==> src/rtl/slice_arbiter.sv <==
// slice_arbiter: round-robin time-slice arbiter for one shared counted resource.
// A grant lasts at most SLICE_CNT enabled cycles and ends early when the holder
// drops its request or signals done. Consecutive grants are always separated by
// one turnaround (GAP) cycle. All outputs come straight from flops.
module slice_arbiter #(
   parameter int NUM_REQ   = 4,
   parameter int SLICE_CNT = 8
) (
   input  logic                             clkIn,
   input  logic                             rstIn,
   input  logic                             enIn,
   input  logic [NUM_REQ-1:0]               reqIn,
   input  logic [NUM_REQ-1:0]               doneIn,
   output logic [NUM_REQ-1:0]               grantOut,
   output logic [$clog2(NUM_REQ)-1:0]       grantIdxOut,
   output logic                             busyOut,
   output logic                             sliceExpOut,
   output logic [$clog2(SLICE_CNT+1)-1:0]   sliceCntOut
);

   localparam int IW = $clog2(NUM_REQ);
   localparam int CW = $clog2(SLICE_CNT + 1);

   localparam logic [CW-1:0]      CNT_ZERO  = {CW{1'b0}};
   localparam logic [CW-1:0]      CNT_ONE   = CW'(1);
   localparam logic [CW-1:0]      CNT_FULL  = CW'(SLICE_CNT);
   localparam logic [NUM_REQ-1:0] GRANT_NONE = {NUM_REQ{1'b0}};
   localparam logic [NUM_REQ-1:0] ONE_HOT0   = NUM_REQ'(1);
   localparam logic [IW-1:0]      IDX_ZERO   = {IW{1'b0}};

   typedef enum logic [1:0] {
      IDLE  = 2'd0,
      GRANT = 2'd1,
      GAP   = 2'd2
   } state_t;

   // (base + offs) modulo NUM_REQ; offs is always below NUM_REQ.
   function automatic logic [IW-1:0] wrapIdx(input logic [IW-1:0] base, input int offs);
      int s;
      s = int'(base) + offs;
      if (s >= NUM_REQ) begin
         s = s - NUM_REQ;
      end else begin
         s = s;
      end
      return IW'(s);
   endfunction

   state_t               stateR, stateNext;
   logic [IW-1:0]        ptrR, ptrNext;
   logic [NUM_REQ-1:0]   grantR, grantNext;
   logic [IW-1:0]        idxR, idxNext;
   logic [CW-1:0]        cntR, cntNext;
   logic                 busyR, busyNext;
   logic                 expR, expNext;

   logic                 hasWin;
   logic [IW-1:0]        winIdx;
   logic                 dropEnd;
   logic                 expEnd;
   logic                 grantEnd;

   // Round-robin search: first requesting index at or after ptrR, wrapping.
   always_comb begin
      hasWin = 1'b0;
      winIdx = IDX_ZERO;
      for (int k = 0; k < NUM_REQ; k++) begin
         if (!hasWin && reqIn[wrapIdx(ptrR, k)]) begin
            hasWin = 1'b1;
            winIdx = wrapIdx(ptrR, k);
         end else begin
            hasWin = hasWin;
            winIdx = winIdx;
         end
      end
   end

   // End-of-grant causes for the current holder; drop/done outrank expiry.
   always_comb begin
      dropEnd  = (~reqIn[idxR]) | doneIn[idxR];
      expEnd   = enIn & (cntR == CNT_ONE);
      grantEnd = dropEnd | expEnd;
   end

   // State register.
   always_ff @(posedge clkIn or posedge rstIn) begin
      if (rstIn) begin
         stateR <= IDLE;
      end else begin
         stateR <= stateNext;
      end
   end

   // Next-state logic.
   always_comb begin
      stateNext = stateR;
      case (stateR)
         IDLE, GAP: begin
            if (enIn && hasWin) begin
               stateNext = GRANT;
            end else begin
               stateNext = IDLE;
            end
         end
         GRANT: begin
            if (grantEnd) begin
               stateNext = GAP;
            end else begin
               stateNext = GRANT;
            end
         end
         default: begin
            stateNext = IDLE;
         end
      endcase
   end

   // Next values of the registered outputs and round-robin pointer.
   always_comb begin
      grantNext = grantR;
      idxNext   = idxR;
      cntNext   = cntR;
      ptrNext   = ptrR;
      busyNext  = busyR;
      expNext   = 1'b0;
      case (stateR)
         IDLE, GAP: begin
            if (enIn && hasWin) begin
               grantNext = ONE_HOT0 << winIdx;
               idxNext   = winIdx;
               cntNext   = CNT_FULL;
               busyNext  = 1'b1;
            end else begin
               grantNext = GRANT_NONE;
               cntNext   = CNT_ZERO;
               busyNext  = 1'b0;
            end
         end
         GRANT: begin
            if (grantEnd) begin
               grantNext = GRANT_NONE;
               cntNext   = CNT_ZERO;
               busyNext  = 1'b0;
               ptrNext   = wrapIdx(idxR, 1);
               expNext   = expEnd & ~dropEnd;
            end else if (enIn) begin
               cntNext   = cntR - CNT_ONE;
            end else begin
               cntNext   = cntR;
            end
         end
         default: begin
            grantNext = GRANT_NONE;
            cntNext   = CNT_ZERO;
            busyNext  = 1'b0;
         end
      endcase
   end

   // Output and pointer registers.
   always_ff @(posedge clkIn or posedge rstIn) begin
      if (rstIn) begin
         grantR <= GRANT_NONE;
         idxR   <= IDX_ZERO;
         cntR   <= CNT_ZERO;
         ptrR   <= IDX_ZERO;
         busyR  <= 1'b0;
         expR   <= 1'b0;
      end else begin
         grantR <= grantNext;
         idxR   <= idxNext;
         cntR   <= cntNext;
         ptrR   <= ptrNext;
         busyR  <= busyNext;
         expR   <= expNext;
      end
   end

   assign grantOut    = grantR;
   assign grantIdxOut = idxR;
   assign busyOut     = busyR;
   assign sliceExpOut = expR;
   assign sliceCntOut = cntR;

endmodule

==> config.mk <==
export PLATFORM = sky130hd
export DESIGN_NAME = slice_arbiter
export DESIGN_NICKNAME = d
export VERILOG_FILES = /design/src/rtl/slice_arbiter.sv
export SDC_FILE = /design/constraint.sdc
export NUM_CORES = 1
export LEC_CHECK = 0
export BUFFER_PORTS_ARGS = -buffer_cell sky130_fd_sc_hd__buf_2
export CORE_MARGIN = 2
export CORE_UTILIZATION = 45
export CTS_BUF_LIST = sky130_fd_sc_hd__clkbuf_2 sky130_fd_sc_hd__clkbuf_4 sky130_fd_sc_hd__clkbuf_8
export CTS_CLUSTER_SIZE = 12
export DETAILED_ROUTE_END_ITERATION = 7
export PLACE_DENSITY_LB_ADDON = 0.2
export SETUP_SLACK_MARGIN = 0.02
export SYNTH_ARGS = -nofsm -noshare
export SYNTH_HDL_FRONTEND = slang
export SYNTH_SLANG_ARGS = --single-unit
==> constraint.sdc <==
create_clock -name clkIn -period 1.9 [get_ports clkIn]
set_clock_uncertainty 0.05 [all_clocks]
set_input_delay 0.19 -clock clkIn [delete_from_list [all_inputs] [get_ports clkIn]]
set_output_delay 0.19 -clock clkIn [all_outputs]
set_load 0.02 [all_outputs]
# --- Word level (Yosys, flattened, before mapping) ---
# Index checks and enable logic that the tools add are counted.
op_classes:
  addsub: 10
  n_shift: 1
  muxes: 40
  bitwise: 6
  eq_ne: 5
  n_lt_le_gt_ge: 10
  reduce_logical: 11
op_table:
  columns: ["operator", "n"]
  rows:
  - ["$mux 2", 10]
  - ["$mux 4", 5]
  - ["$pmux 4 s2", 2]
  - ["$lt 2x3->1 const B", 5]
  - ["$mux 1", 15]
  - ["$bmux 1 s2", 6]
  - ["$ge 3x3->1 const B", 4]
  - ["$sub 2x1->2 const B", 5]
  - ["$add 2x1->3 const B", 2]
  - ["$add 2x2->3 const B", 2]
  - ["$eq 4x1->1 const B", 1]
  - ["$logic_and 1x1->1", 4]
  - ["$pmux 2 s2", 1]
  - ["$reduce_and 2->1", 2]
  - ["$shl 1x2->4 const A", 1]
  - ["$sub 4x1->4 const B", 1]
  - ["$ge 2x3->1 const B", 1]
  - ["$logic_not 1->1", 3]
  - ["$ne 3x3->1 const B", 1]
  - ["$and 1x1->1", 2]
  - ["$eq 2x1->1 const B", 1]
  - ["$eq 2x2->1 const B", 1]
  - ["$logic_not 2->1", 1]
  - ["$ne 2x2->1 const B", 1]
  - ["other kinds (4)", 6]
totals:
  inputBits: 11
  output_inout_bits: 12
  wordCells: 90
  regBits: 16

# --- Depth between registers and ports, before layout ---
depth:
  depth_word: 17
  ltp_mapped: 5
  depth_no_buf: 5

# --- Worst setup path before layout ---
# Ideal clock, no wire load.
synth_path:
  path_type: "register -> register"
  start: "register idxR[1], in the netlist grantIdxOut[1]"
  end: "register ptrR[1]"
  required_ns: 1.722
  path_buffers: 0
  stages_incl_launch_ff: 4
  setup_ns: 0.128
  t_arrival_ns: 1.604
  path_slack_ns: 0.118
  period_less_slack_ns: 1.782
  cell_sequence: "dfrtp_1 mux4_2 a21boi_4 mux2_1"
synth_via:
  elab_chain_len: 6
  word_cells_on_any_way: 12
  classes_between: "add/sub (2); order compare (1); mux (5); bitwise (3); reduce/logical (1)"
synth_rtl:
  columns: ["element", "line", "rtl"]
  rows:
  - ["start: declaration", "52", "logic [IW-1:0] idxR, idxNext;"]
  - ["start signal: assignment", "171", "idxR <= idxNext;"]
  - ["branches (longest 6 deep; another with $add 2x1->3)", null, null]
  - ["end signal: assignment", "173", "ptrR <= ptrNext;"]
  - ["end: declaration", "50", "logic [IW-1:0] ptrR, ptrNext;"]
# Several ways; the timed one is not identified. The select of a mux whose other input is x is not followed.
# A chain may end at the register's enable or synchronous reset.

# --- Worst setup path after layout ---
# Ends and elaborated chain as after synthesis.

==> flow_metrics.env <==
export IMPL_ant_nets=0
export IMPL_drc=0
export IMPL_io_buffers=22
export IMPL_grt_pass1_wl_microns=2770
export IMPL_min_period_over_period=0.899
export IMPL_synth_cells=74
export IMPL_seqCellArea_sq_um=400
export IMPL_reg2reg_depth=3
export IMPL_synth_edf_count=0
export IMPL_crit_family="multiplexers"
export IMPL_ys_flop_type="dfrtp_1"
export IMPL_ys_seq_area_frac=0.494
export IMPL_layout_setup_ws_ps=192
export IMPL_hold_slack_ps=124
export IMPL_ys_warn_count=0
export IMPL_p_clk_frac=0.179
export IMPL_synth_async_sr_flop_share=1.00
export IMPL_clockRootBuffer="clkbuf_4"
export IMPL_layout_min_cycle_time_ps=1710
export IMPL_hold_viol=0
export IMPL_rows=15
export IMPL_path_max_fanout=4
export IMPL_path_cells="mux4_2 > a21boi_4 > mux2_1"
export IMPL_switching_share=0.381
export IMPL_grt_max_degree=17
export IMPL_tns_ps=0
export IMPL_dp_cells=123
export IMPL_ys_types=30
export IMPL_mostFrequentLayoutCell="buf_2"
export IMPL_synthesis_area_sq_um=811
export IMPL_wire_per_inst_microns=12.6
export IMPL_crit_type="reg -> reg"
export IMPL_grt_overflow_total=0
export IMPL_min_to="sliceCntOut[1]"
export IMPL_fin_area_sq_um=1010
export IMPL_cts_sinks=16
export IMPL_num_nets_final=117
export IMPL_dpl_worst_slack_ps=196
export IMPL_muxShareOfSynthArea=0.0664
export IMPL_timing_hold_worst_start="enIn"
export IMPL_yosysTopAreaCell="dfrtp_1"
export IMPL_drive_above_1_share=0.301
export IMPL_antenna_found_initial=0
export IMPL_r2r_slack_ps=190
export IMPL_synthTopCellsByArea="dfrtp_1 49%, nor2b_1 4.6%, inv_1 3.2%"
export IMPL_p_int_w=0.000776
export IMPL_die_y_microns=46.4
export IMPL_netSwitchingPower_w=0.000478
export IMPL_drt_wl_total_microns=1610
export IMPL_grt_pass1_vias=618
export IMPL_dr_pass1_iters=4
export IMPL_setup_violations_final=0
export IMPL_peakVddDrop_v=0.000628
export IMPL_worstMarginPinSlew_ps=573
export IMPL_grt_use_total=0.185
export IMPL_p_per_area_nw_per_um2=1240
export IMPL_first_iter_violations=8
export IMPL_final_cell_count_no_fill=128
export IMPL_multiInputGateArea_sq_um=384
export IMPL_synthToLayoutAreaGrowth_pct=25.0
export IMPL_synth_seq_cells=16
export IMPL_cts_htree_levels=1
export IMPL_cts_tree="done"
export IMPL_viasPerCell=5.16
export IMPL_status="complete, no violations"
export IMPL_synth_xor_area_frac=0.0324
export IMPL_reg2reg_from="grantIdxOut[1]"
export IMPL_initial_core_util=0.475
export IMPL_power_leakage_nw=0.499
export IMPL_synth_top_area_frac=0.494
export IMPL_fmax_mhz=585
export IMPL_combPwrFrac=0.396
export IMPL_syn_avg_cell_area_sq_um=11.0
export IMPL_p_seq_frac=0.424
export IMPL_r2r_end="ptrR[1]"
export IMPL_critical_path_slowest_cell="mux4_2"
export IMPL_vias=660
export IMPL_place_area_sq_um=967
export IMPL_hold_depth=2
export IMPL_coreArea_sq_um=1710
export IMPL_synthAdderAreaFrac=0.0309
export IMPL_yosys_area_share_simple=0.151
export IMPL_dp_hpwl_microns=1240
export IMPL_die_x_microns=46.4
export IMPL_required_ps=2030
export IMPL_synth_compound_area_frac=0.193
export IMPL_endpoint_kind="flip-flop"
export IMPL_synth_top_family_by_area="compound AO/OA/AOI/OAI gates"
export IMPL_crit_buf_inv=0
export IMPL_final_cell_mix="22 x buf_2, 16 x dfrtp_1, 7 x inv_1, 6 x nor2b_1, 6 x nor2_1"
export IMPL_grt_setup_unrepaired="false"
export IMPL_cpPeakStageDelay_ps=590
export IMPL_globalplace_congestion=0.732
export IMPL_cts_resized=0
export IMPL_syn_nets=87
export IMPL_maxSlewViolCount=0
export IMPL_setup_worst_path_start_class="flip-flop"
export IMPL_cp_arrival_ps=1840
export IMPL_cts_clk_slew_worst_paths_ps=90
export IMPL_clock_latency_ps=290
export IMPL_die_area_sq_um=2160
export IMPL_hp_class="in -> reg"
export IMPL_clockBufferDepth=2
export IMPL_drv_cap=0
export IMPL_io_pins=23
export IMPL_num_fill_cells=155
export IMPL_relSlewSlack=0.617
export IMPL_cts_buffers=3
export IMPL_antenna_cells=0
-- kinds of logic after synthesis --
kind of cell,Yosys count
flip-flops,16
buffers and inverters,7
AND/OR/NAND/NOR,23
AO/OA/AOI/OAI,19
XOR/XNOR,3
adder cells (fa/ha/maj),2
multiplexers,4
-- cell type report --
class                   instances  share of cell area
clock buffers                   4              0.0358
repair buffers                 25               0.133
multi-input cells              51               0.379
well taps                      25              0.0309
flip-flops and latches         16               0.395
inverters                       7              0.0259
-- worst max path at each step --
| stage | end | start | cells past startpoint |
|---|---|---|---|
| detailed placement | ptrR[1] | grantIdxOut[1] | 3 |
| finish | ptrR[1] | grantIdxOut[1] | 3 |
| CTS | ptrR[1] | grantIdxOut[1] | 3 |
| floorplan | ptrR[1] | grantIdxOut[1] | 3 |
| global placement | ptrR[1] | reqIn[3] | 5 |
| global route | ptrR[1] | grantIdxOut[1] | 3 |
-- layer usage --
layer,vias to the layer above,share of wire,GRT usage
li1,324,-,-
met1,315,0.43,0.253
met2,16,0.50,0.281
met3,5,0.059,0.0588
met4,0,0.015,0.0514
met5,-,0,0
-- state kept, by name, summed over array words and instances, names as in the netlist --
name         count
sliceCntOut      4
ptrR             2
busyOut          1
stateR           2
grantIdxOut      2
sliceExpOut      1
grantOut         4
-- Yosys cell counts, drive strengths merged (2+ instances only) --
library cell and count:
o21ai 3, inv 7, xor2 2, nor2b 6, dfrtp 16, nor2 6
o32ai 2, nand2 5, ha 2, a32o 2, a21oi 4, mux2i 2
-- per-stage QoR --
step / total power [W] / utilization
CTS: 0.00126 / 0.593
finish: 0.00125 / 0.593
detailed placement: 0.00104 / 0.566
floorplan: 0.000870 / -
global placement: 0.00103 / 0.566
global route: 0.00134 / 0.593
-- power groups by stage --
stage / Combinational (W) / Sequential (W) / Clock (W)
3_5_place_dp: 0.000499 / 0.000537 / 0
5_1_grt: 0.000550 / 0.000550 / 0.000240
6_report: 0.000497 / 0.000532 / 0.000225
3_3_place_gp: 0.000491 / 0.000534 / 0
4_1_cts: 0.000503 / 0.000531 / 0.000229
2_1_floorplan: 0.000281 / 0.000589 / 0
-- what timing repair did --
action / 4_1_cts / 5_1_grt
hold endpoints to repair: 16 / 0
buffers inserted: 0 / 0
hold buffers: 1 / 0
Power figures use the tool's default switching activity.
